## config.mk

```make
export PLATFORM = sky130hd
export DESIGN_NAME = sound_arbiter
export DESIGN_NICKNAME = d
export VERILOG_FILES = /design/src/rtl/sound_arbiter.sv
export SDC_FILE = /design/constraint.sdc
export NUM_CORES = 1
export LEC_CHECK = 0
export CAP_MARGIN = 15
export CORE_UTILIZATION = 50
export CTS_BUF_LIST = sky130_fd_sc_hd__clkbuf_4 sky130_fd_sc_hd__clkbuf_8
export DETAILED_ROUTE_END_ITERATION = 10
export HOLD_SLACK_MARGIN = 0.1
export PLACE_DENSITY = 0.76
export SETUP_SLACK_MARGIN = 0.15
export SYNTH_ARGS = -nofsm -noshare
export SYNTH_HDL_FRONTEND = slang
export SYNTH_SLANG_ARGS = --single-unit
```

## constraint.sdc

```tcl
create_clock -name clock -period 1.8 [get_ports clock]
set_input_delay 0.27 -clock clock [delete_from_list [all_inputs] [get_ports clock]]
set_output_delay 0.27 -clock clock [all_outputs]
set_load 0.03 [all_outputs]
```

## src/rtl/sound_arbiter.sv

```systemverilog
// Priority arbiter sharing one piezo between alarm, keypad beep and lullaby, with grant hold and silent guard on hand-over.
// Optional feature macro: SOUND_ARB_KEYBEEP_EN builds the keypad beep path; without it only alarm and lullaby are arbitrated.
module sound_arbiter #(
    parameter int          GUARD_CYCLES   = 50000,
    parameter int          RELEASE_CYCLES = 2500000,
    parameter int          BEEP_CYCLES    = 5000000,
    parameter logic [12:0] BEEP_NOTE      = 13'h0400
) (
    input  logic        clock,
    input  logic        reset,
    input  logic [12:0] alarm_beat,
    input  logic [12:0] lullaby_beat,
    input  logic        key_pulse,
    input  logic        mute,
    output logic [12:0] playSound,
    output logic [2:0]  grant,
    output logic        busy,
    output logic [7:0]  preempt_cnt
);

    localparam int MAX_GR = (GUARD_CYCLES > RELEASE_CYCLES) ? GUARD_CYCLES : RELEASE_CYCLES;
    localparam int MAX_P  = (MAX_GR > BEEP_CYCLES) ? MAX_GR : BEEP_CYCLES;
    localparam int CW     = $clog2(MAX_P) + 1;

    localparam logic [CW-1:0] CNT_ONE    = CW'(1);
    localparam logic [CW-1:0] REL_LAST   = CW'(RELEASE_CYCLES - 1);
    localparam logic [CW-1:0] GUARD_LAST = CW'(GUARD_CYCLES - 1);

    typedef enum logic [2:0] {
        S_IDLE   = 3'd0,
        S_PLAY_A = 3'd1,
        S_PLAY_L = 3'd2,
`ifdef SOUND_ARB_KEYBEEP_EN
        S_PLAY_B = 3'd4,
`endif
        S_GUARD  = 3'd3
    } state_t;

    state_t        state_q, state_d;
    state_t        pick_state;
    logic [CW-1:0] rel_cnt_q, rel_cnt_d;
    logic [CW-1:0] guard_cnt_q, guard_cnt_d;
    logic [12:0]   play_sound_q, play_sound_d;
    logic [7:0]    preempt_cnt_q, preempt_cnt_d;
    logic          preempt_evt;
    logic          req_a;
    logic          req_l;
    logic          beep_req;

    assign req_a = (alarm_beat != 13'd0);
    assign req_l = (lullaby_beat != 13'd0);

`ifdef SOUND_ARB_KEYBEEP_EN
    localparam logic [CW-1:0] BEEP_LAST = CW'(BEEP_CYCLES - 1);

    logic          beep_pend_q, beep_pend_d;
    logic [CW-1:0] beep_cnt_q, beep_cnt_d;

    assign beep_req = beep_pend_q;
`else
    logic unused_beep;

    assign beep_req    = 1'b0;
    assign unused_beep = ^{key_pulse, BEEP_NOTE};
`endif

    // Highest-priority requester, used from IDLE and on the last guard clock.
    always_comb begin
        pick_state = S_IDLE;
        if (req_a) begin
            pick_state = S_PLAY_A;
        end
`ifdef SOUND_ARB_KEYBEEP_EN
        else if (beep_req) begin
            pick_state = S_PLAY_B;
        end
`endif
        else if (req_l) begin
            pick_state = S_PLAY_L;
        end
    end

    always_comb begin
        state_d       = state_q;
        rel_cnt_d     = rel_cnt_q;
        guard_cnt_d   = guard_cnt_q;
        preempt_cnt_d = preempt_cnt_q;
        preempt_evt   = 1'b0;
        play_sound_d  = 13'd0;
`ifdef SOUND_ARB_KEYBEEP_EN
        beep_cnt_d    = beep_cnt_q;
        beep_pend_d   = beep_pend_q;
`endif

        case (state_q)
            S_IDLE: begin
                rel_cnt_d = '0;
                state_d   = pick_state;
            end
            S_PLAY_A: begin
                if (req_a) begin
                    rel_cnt_d = '0;
                end else if (rel_cnt_q == REL_LAST) begin
                    rel_cnt_d = '0;
                    state_d   = S_GUARD;
                end else begin
                    rel_cnt_d = rel_cnt_q + CNT_ONE;
                end
            end
            S_PLAY_L: begin
                if (req_a || beep_req) begin
                    rel_cnt_d   = '0;
                    state_d     = S_GUARD;
                    preempt_evt = 1'b1;
                end else if (req_l) begin
                    rel_cnt_d = '0;
                end else if (rel_cnt_q == REL_LAST) begin
                    rel_cnt_d = '0;
                    state_d   = S_GUARD;
                end else begin
                    rel_cnt_d = rel_cnt_q + CNT_ONE;
                end
            end
`ifdef SOUND_ARB_KEYBEEP_EN
            S_PLAY_B: begin
                if (req_a) begin
                    beep_cnt_d  = '0;
                    state_d     = S_GUARD;
                    preempt_evt = 1'b1;
                end else if (key_pulse) begin
                    beep_cnt_d = '0;
                end else if (beep_cnt_q == BEEP_LAST) begin
                    beep_cnt_d = '0;
                    state_d    = S_GUARD;
                end else begin
                    beep_cnt_d = beep_cnt_q + CNT_ONE;
                end
            end
`endif
            S_GUARD: begin
                if (guard_cnt_q == GUARD_LAST) begin
                    guard_cnt_d = '0;
                    state_d     = pick_state;
                end else begin
                    guard_cnt_d = guard_cnt_q + CNT_ONE;
                end
            end
            default: begin
                state_d = S_IDLE;
            end
        endcase

        if (preempt_evt && (preempt_cnt_q != 8'hFF)) begin
            preempt_cnt_d = preempt_cnt_q + 8'd1;
        end

`ifdef SOUND_ARB_KEYBEEP_EN
        // Entry into the beep consumes the pending flag; presses during alarm or beep never latch.
        if ((state_d == S_PLAY_B) && (state_q != S_PLAY_B)) begin
            beep_pend_d = 1'b0;
        end else if (key_pulse && !req_a && (state_q != S_PLAY_A) && (state_q != S_PLAY_B)) begin
            beep_pend_d = 1'b1;
        end
`endif

        // Beat codes pass through one register only while the grant is kept, so any hand-over is silent at once.
        if (!mute) begin
            if ((state_q == S_PLAY_A) && (state_d == S_PLAY_A)) begin
                play_sound_d = alarm_beat;
            end else if ((state_q == S_PLAY_L) && (state_d == S_PLAY_L)) begin
                play_sound_d = lullaby_beat;
            end
`ifdef SOUND_ARB_KEYBEEP_EN
            else if (state_d == S_PLAY_B) begin
                play_sound_d = BEEP_NOTE;
            end
`endif
        end
    end

    always_ff @(posedge clock) begin
        if (reset) begin
            state_q       <= S_IDLE;
            rel_cnt_q     <= '0;
            guard_cnt_q   <= '0;
            play_sound_q  <= 13'd0;
            preempt_cnt_q <= 8'd0;
`ifdef SOUND_ARB_KEYBEEP_EN
            beep_cnt_q    <= '0;
            beep_pend_q   <= 1'b0;
`endif
        end else begin
            state_q       <= state_d;
            rel_cnt_q     <= rel_cnt_d;
            guard_cnt_q   <= guard_cnt_d;
            play_sound_q  <= play_sound_d;
            preempt_cnt_q <= preempt_cnt_d;
`ifdef SOUND_ARB_KEYBEEP_EN
            beep_cnt_q    <= beep_cnt_d;
            beep_pend_q   <= beep_pend_d;
`endif
        end
    end

    assign playSound   = play_sound_q;
    assign busy        = (state_q != S_IDLE);
    assign preempt_cnt = preempt_cnt_q;
`ifdef SOUND_ARB_KEYBEEP_EN
    assign grant = {state_q == S_PLAY_A, state_q == S_PLAY_B, state_q == S_PLAY_L};
`else
    assign grant = {state_q == S_PLAY_A, 1'b0, state_q == S_PLAY_L};
`endif

endmodule
```

Yosys cells after proc, flatten, opt, wreduce, memory -nomap -nowiden. Index checks and enable logic that the tools add are counted.

Add/subtract/negate cells: 3. Eq/ne operators: 8. Muxes and demuxes: 18. Reduce and logical (&&, ||, !) cells: 9.

Operators by type and width (count): 2-to-1 mux 24 bit (5); case mux 24 bit (3 select lines) (1); adder 24 x 1 -> 24 bit (second input constant) (2); 2-to-1 mux 13 bit (2); nonzero test 13 bit (2); == test 24 x 16 -> 1 bit (second input constant) (1); == test 24 x 22 -> 1 bit (second input constant) (1); 2-to-1 mux 3 bit (6); case mux 3 bit (4 select lines) (1); == test 3 x 2 -> 1 bit (second input constant) (3); adder 8 x 1 -> 8 bit (second input constant) (1); inequality test 8 bit (second input constant) (1); == test 3 x 1 -> 1 bit (second input constant) (2); nonzero test 3 bit (2); logical AND 1 bit (3); zero test 3 bit (1); 2-to-1 mux 1 bit (2); 2-to-1 mux 2 bit (1); OR reduction 2 bit (1).

Register bits: 72. Bits of input ports: 30. Output and inout bits: 25. Word-level logic and storage cells: 43.

Depth between registers and ports, before layout.
Depth after elaboration: 9. Gate-level depth with buffers: 8. Mapped depth without buffers: 6.

Worst setup path after synthesis. No wires, ideal clock.

Path type: register to register. From: register state_q[0]. To: register rel_cnt_q[9]. Arrival time: 2020 ps. Path slack: -305 ps. Stages on the path, launching flop included: 7. Path buffers: 2. Period minus slack after synthesis: 2105 ps. Cell sequence: dfxtp_1 buf_2 nor3b_1 a21o_1 buf_2 nand3_1 a211oi_1.

Cells in the longest elaborated chain, start to end: 2.

RTL lines: start: declaration (RTL line 39) `state_t state_q, state_d;`; start signal: assignment (RTL line 193) `state_q <= state_d;`; == test 3 x 1 -> 1 bit *; named net grant[2] (RTL line 16) `output logic [2:0] grant,`; case mux 24 bit (3 select lines) / nonzero test 3 bit (equally long branches); end signal: assignment (RTL line 194) `rel_cnt_q <= rel_cnt_d;`; end: declaration (RTL line 41) `logic [CW-1:0] rel_cnt_q, rel_cnt_d;`.

The timed path passes the listed nets; every way through them passes the cells marked *. A chain may end at the register's enable or synchronous reset.

Worst setup path after layout.
From: register rel_cnt_q[16]. To: register play_sound_q[1], in the netlist playSound[1].

Cells in the longest elaborated chain, start to end: 9.

RTL lines: == test 24 x 22 -> 1 bit * (RTL line 103, 117); 2-to-1 mux 3 bit * (RTL line 103, 117); 2-to-1 mux 3 bit (RTL line 115) `end else if (req_l) begin`; 2-to-1 mux 3 bit (RTL line 111) `if (req_a || beep_req) begin`; case mux 3 bit (4 select lines) * (RTL line 95) `case (state_q)`; == test 3 x 2 -> 1 bit (RTL line 170) `end else if ((state_q == S_PLAY_L) && (state_d == S_PLAY_L)) begin`; logical AND 1 bit (RTL line 170); 2-to-1 mux 13 bit (RTL line 170); 2-to-1 mux 13 bit * (RTL line 168) `if ((state_q == S_PLAY_A) && (state_d == S_PLAY_A)) begin`; end signal: assignment (RTL line 196) `play_sound_q <= play_sound_d;`; end: declaration (RTL line 43) `logic [12:0] play_sound_q, play_sound_d;`.

Every way passes the cells marked *; elsewhere a longest branch is shown, timed or not.

==> summary.txt <==
Iter 0 DRT Violations: 509
Clock skew: 0.0170 ns
Post-layout min period: 2.39 ns
Die W: 86.6 um
Io pins: 55
Multi-input logic area: 0.00269 mm^2
Peak VDD IR: 0.617 mV
Reg2reg end: playSound[1]$_SDFF_PP0_
Remaining DRCs: 0
Total power: 3.49 mW
RSZ-0062 raised after global routing: true
Top_reg_cell synth: dfxtp_1
Initial antenna violation count: 0
CTS root buffer: clkbuf_8
Share of cells above drive strength 1: 0.446
Cell variety after synth: 54
Largest net degree at the start of global routing: 23
Setup ws final: -0.589 ns
CP Cell Sequence: nor4b_2 > nand3_1 > nor4_4 > buf_4 > a21oi_4 > buf_12 > a22o_1
Hold Path Origin: alarm_beat[9]
Overflow after GRT: 0
Ranking of synthesized cells by area: dfxtp_1 40%, xnor2_1 5.9%, nor2_1 5.1%
Crit path kind: flop to flop
Vias in the first global route: 3590
Number of detailed-route iterations in the first pass: 7
Ys async rst share: 0
Worst reg2reg setup slack: -0.59 ns
Most frequent cell after synthesis: dfxtp_1
Filler Cells Inserted: 285
TritonCTS buffer count: 9
Critical path launch point type: flop
Place WS: -0.495 ns
#FFs+latches synth: 72
CP startpoint: rel_cnt_q[16]$_SDFFE_PP0P_
Final worst-path cycle share: 1.33
Nets: 588
Hold Path End: playSound[9]$_SDFF_PP0_
TNS Setup: -14.32 ns
Worst path required time: 2.05 ns
Largest family of logic cells by synthesized area: simple AND/OR/NAND/NOR gates
Final setup viols: 67
Compound-Gate Fraction of Synth Area: 0.138
GR Util All Layers: 0.291
Fin util: 0.889
Post-synth top area share: 0.403
Finished Layout Cells: 656
Violated checks: setup timing
Cell Area, Placed: 0.00464 mm^2
Dpl hpwl: 6870 um
Max Slew Vio Count: 0
Clk pin slew, worst setup/hold paths: 0.09 ns
Critical Path AT: 2.64 ns
Worst-margin pin slew: 0.671 ns
Starting Density: 0.521
Relative slew slack: 0.551
Die Ht: 86.6 um
Storage cell area: 0.00151 mm^2
Max-cap violations: 0
Critical Path Slowest Stage Cell: nor4b_2
Antenna-violating nets left: 0
Adder-cell share of the synthesized area: 0.0105
Critical path fanouts, max: 7
Routed len/inst: 25.2 um
Post-synth EDFFs: 0
Die ar.: 0.00750 mm^2
Clock latency on the worst-skew pair: 0.36 ns
Antenna Cells: 0
Yosys warns: 0
Pwr per Cell Area: 572 mW/mm^2
Synth Area in XOR/XNOR: 0.0857
Post-Synthesis Cells: 417
Clock Path Buffers: 2
Crit path capture type: flop
Vias/cell: 6.79
WL final: 16500 um
FF-to-FF path depth: 7
Post-Synth Simple-Gate Area: 0.307
Mux cell area share after synthesis: 0.00560
Rows: 30
Clk sinks: 72
Final Wtd Congestion: 0.884
Layout overhead on the synthesized area: 70.7%
I/O Buffers: 52
Hold Crit Depth: 2
Hold_buf cts: 0
Max Freq: 419 MHz
Post-synthesis cell area: 0.00358 mm^2
Hold WS: 0.218 ns
Status: complete, but fails checks
Sequential area share after synthesis: 0.403
RR Startpoint: rel_cnt_q[16]$_SDFFE_PP0P_
Avg Inst Size Synth: 8.58 um^2
Leakage dissipation: 2.26 nW
Cell type with the highest aggregate area in the netlist: dfxtp_1
Top post-synthesis cells by count: 72 x dfxtp_1, 49 x nor2_1, 30 x nand2_1
CTS tree: yes
DR vias: 4453
H-tree depth: 3
CP peak stage delay: 0.60 ns
Final hold vios: 0
Core ar.: 0.00687 mm^2
Placed cell count: 601
Final Cell Area: 0.00611 mm^2
First-pass GRT wire length: 16900 um
Worst min path class: primary input to flop
-- layout by cell type, fill, tap and decap left out, drive strengths merged, types with 14 or more instances in the layout --
master | synthesis | routed
dfxtp | 72 | 72
nor2 | 49 | 49
nor4 | 17 | 17
nand3 | 24 | 24
nand2 | 30 | 30
clkdlybuf4s50 | 0 | 19
nand4 | 16 | 16
inv | 13 | 14
buf | 15 | 97
a21oi | 15 | 15
nor3 | 24 | 24
xnor2 | 24 | 24
-- cell type report --
type                            count  area share
Multi-Input combinational cell    310       0.441
Sequential cell                    72       0.247
Timing Repair Buffer              149       0.244
Clock buffer                       10      0.0215
Tap cell                           96      0.0197
Clock inverter                      6      0.0191
Inverter                           13     0.00799
-- layer usage --
metal / vias to the layer above / global-route usage / wire (um)
met1: 2132 / 0.344 / 5700
li1: 1823 / - / -
met4: 0 / 0.135 / 1210
met2: 368 / 0.508 / 8000
met3: 130 / 0.0590 / 1630
met5: - / 0 / 0
-- sequential cells by signal, indices dropped and copies added, names as in the netlist --
name	flops
guard_cnt_q	24
preempt_cnt	8
rel_cnt_q	24
state_q	3
playSound	13
-- critical path: cells and delay by family (launching register included) --
family,cells,cell delay (ns)
AND/OR/NAND/NOR,3,1.24
flip-flops,1,0.39
buffers and inverters,2,0.34
AO/OA/AOI/OAI,2,0.31
-- cell families (layout without fill, tap and decap cells) --
family | after synthesis | after routing
simple gates | 200 | 200
flops | 72 | 72
compound gates | 68 | 68
buf+inv | 36 | 178
xor+xnor | 35 | 35
fa+ha+maj | 3 | 3
mux | 2 | 2
other cells | 1 | 2
-- power breakdown --
| group | total [mW] | switching [mW] | internal (mW) |
|---|---|---|---|
| logic | 0.284 | 0.152 | 0.132 |
| clock network | 1.63 | 0.683 | 0.947 |
| registers | 1.58 | 0.00534 | 1.58 |
| total | 3.49 | 0.841 | 2.65 |
-- timing repair --
action                                  in CTS  in global routing
cloned                                       4                  4
endpoints found under the setup margin      80                 73
setup buffers                               13                 18
pin swaps                                   26                 76
gates resized for setup                    104                156
-- worst max path at each step --
stage                             endpoint  slack [ns]  depth (start not counted)
2_1_floorplan  preempt_cnt[7]$_SDFFE_PP0P_       -0.01                          6
3_3_place_gp     rel_cnt_q[7]$_SDFFE_PP0P_       -0.44                          7
3_5_place_dp     rel_cnt_q[6]$_SDFFE_PP0P_       -0.50                          7
4_1_cts        preempt_cnt[7]$_SDFFE_PP0P_       -0.05                          6
5_1_grt            playSound[1]$_SDFF_PP0_       -0.60                          7
6_report           playSound[1]$_SDFF_PP0_       -0.59                          7
(Power assumes the default switching activity.)
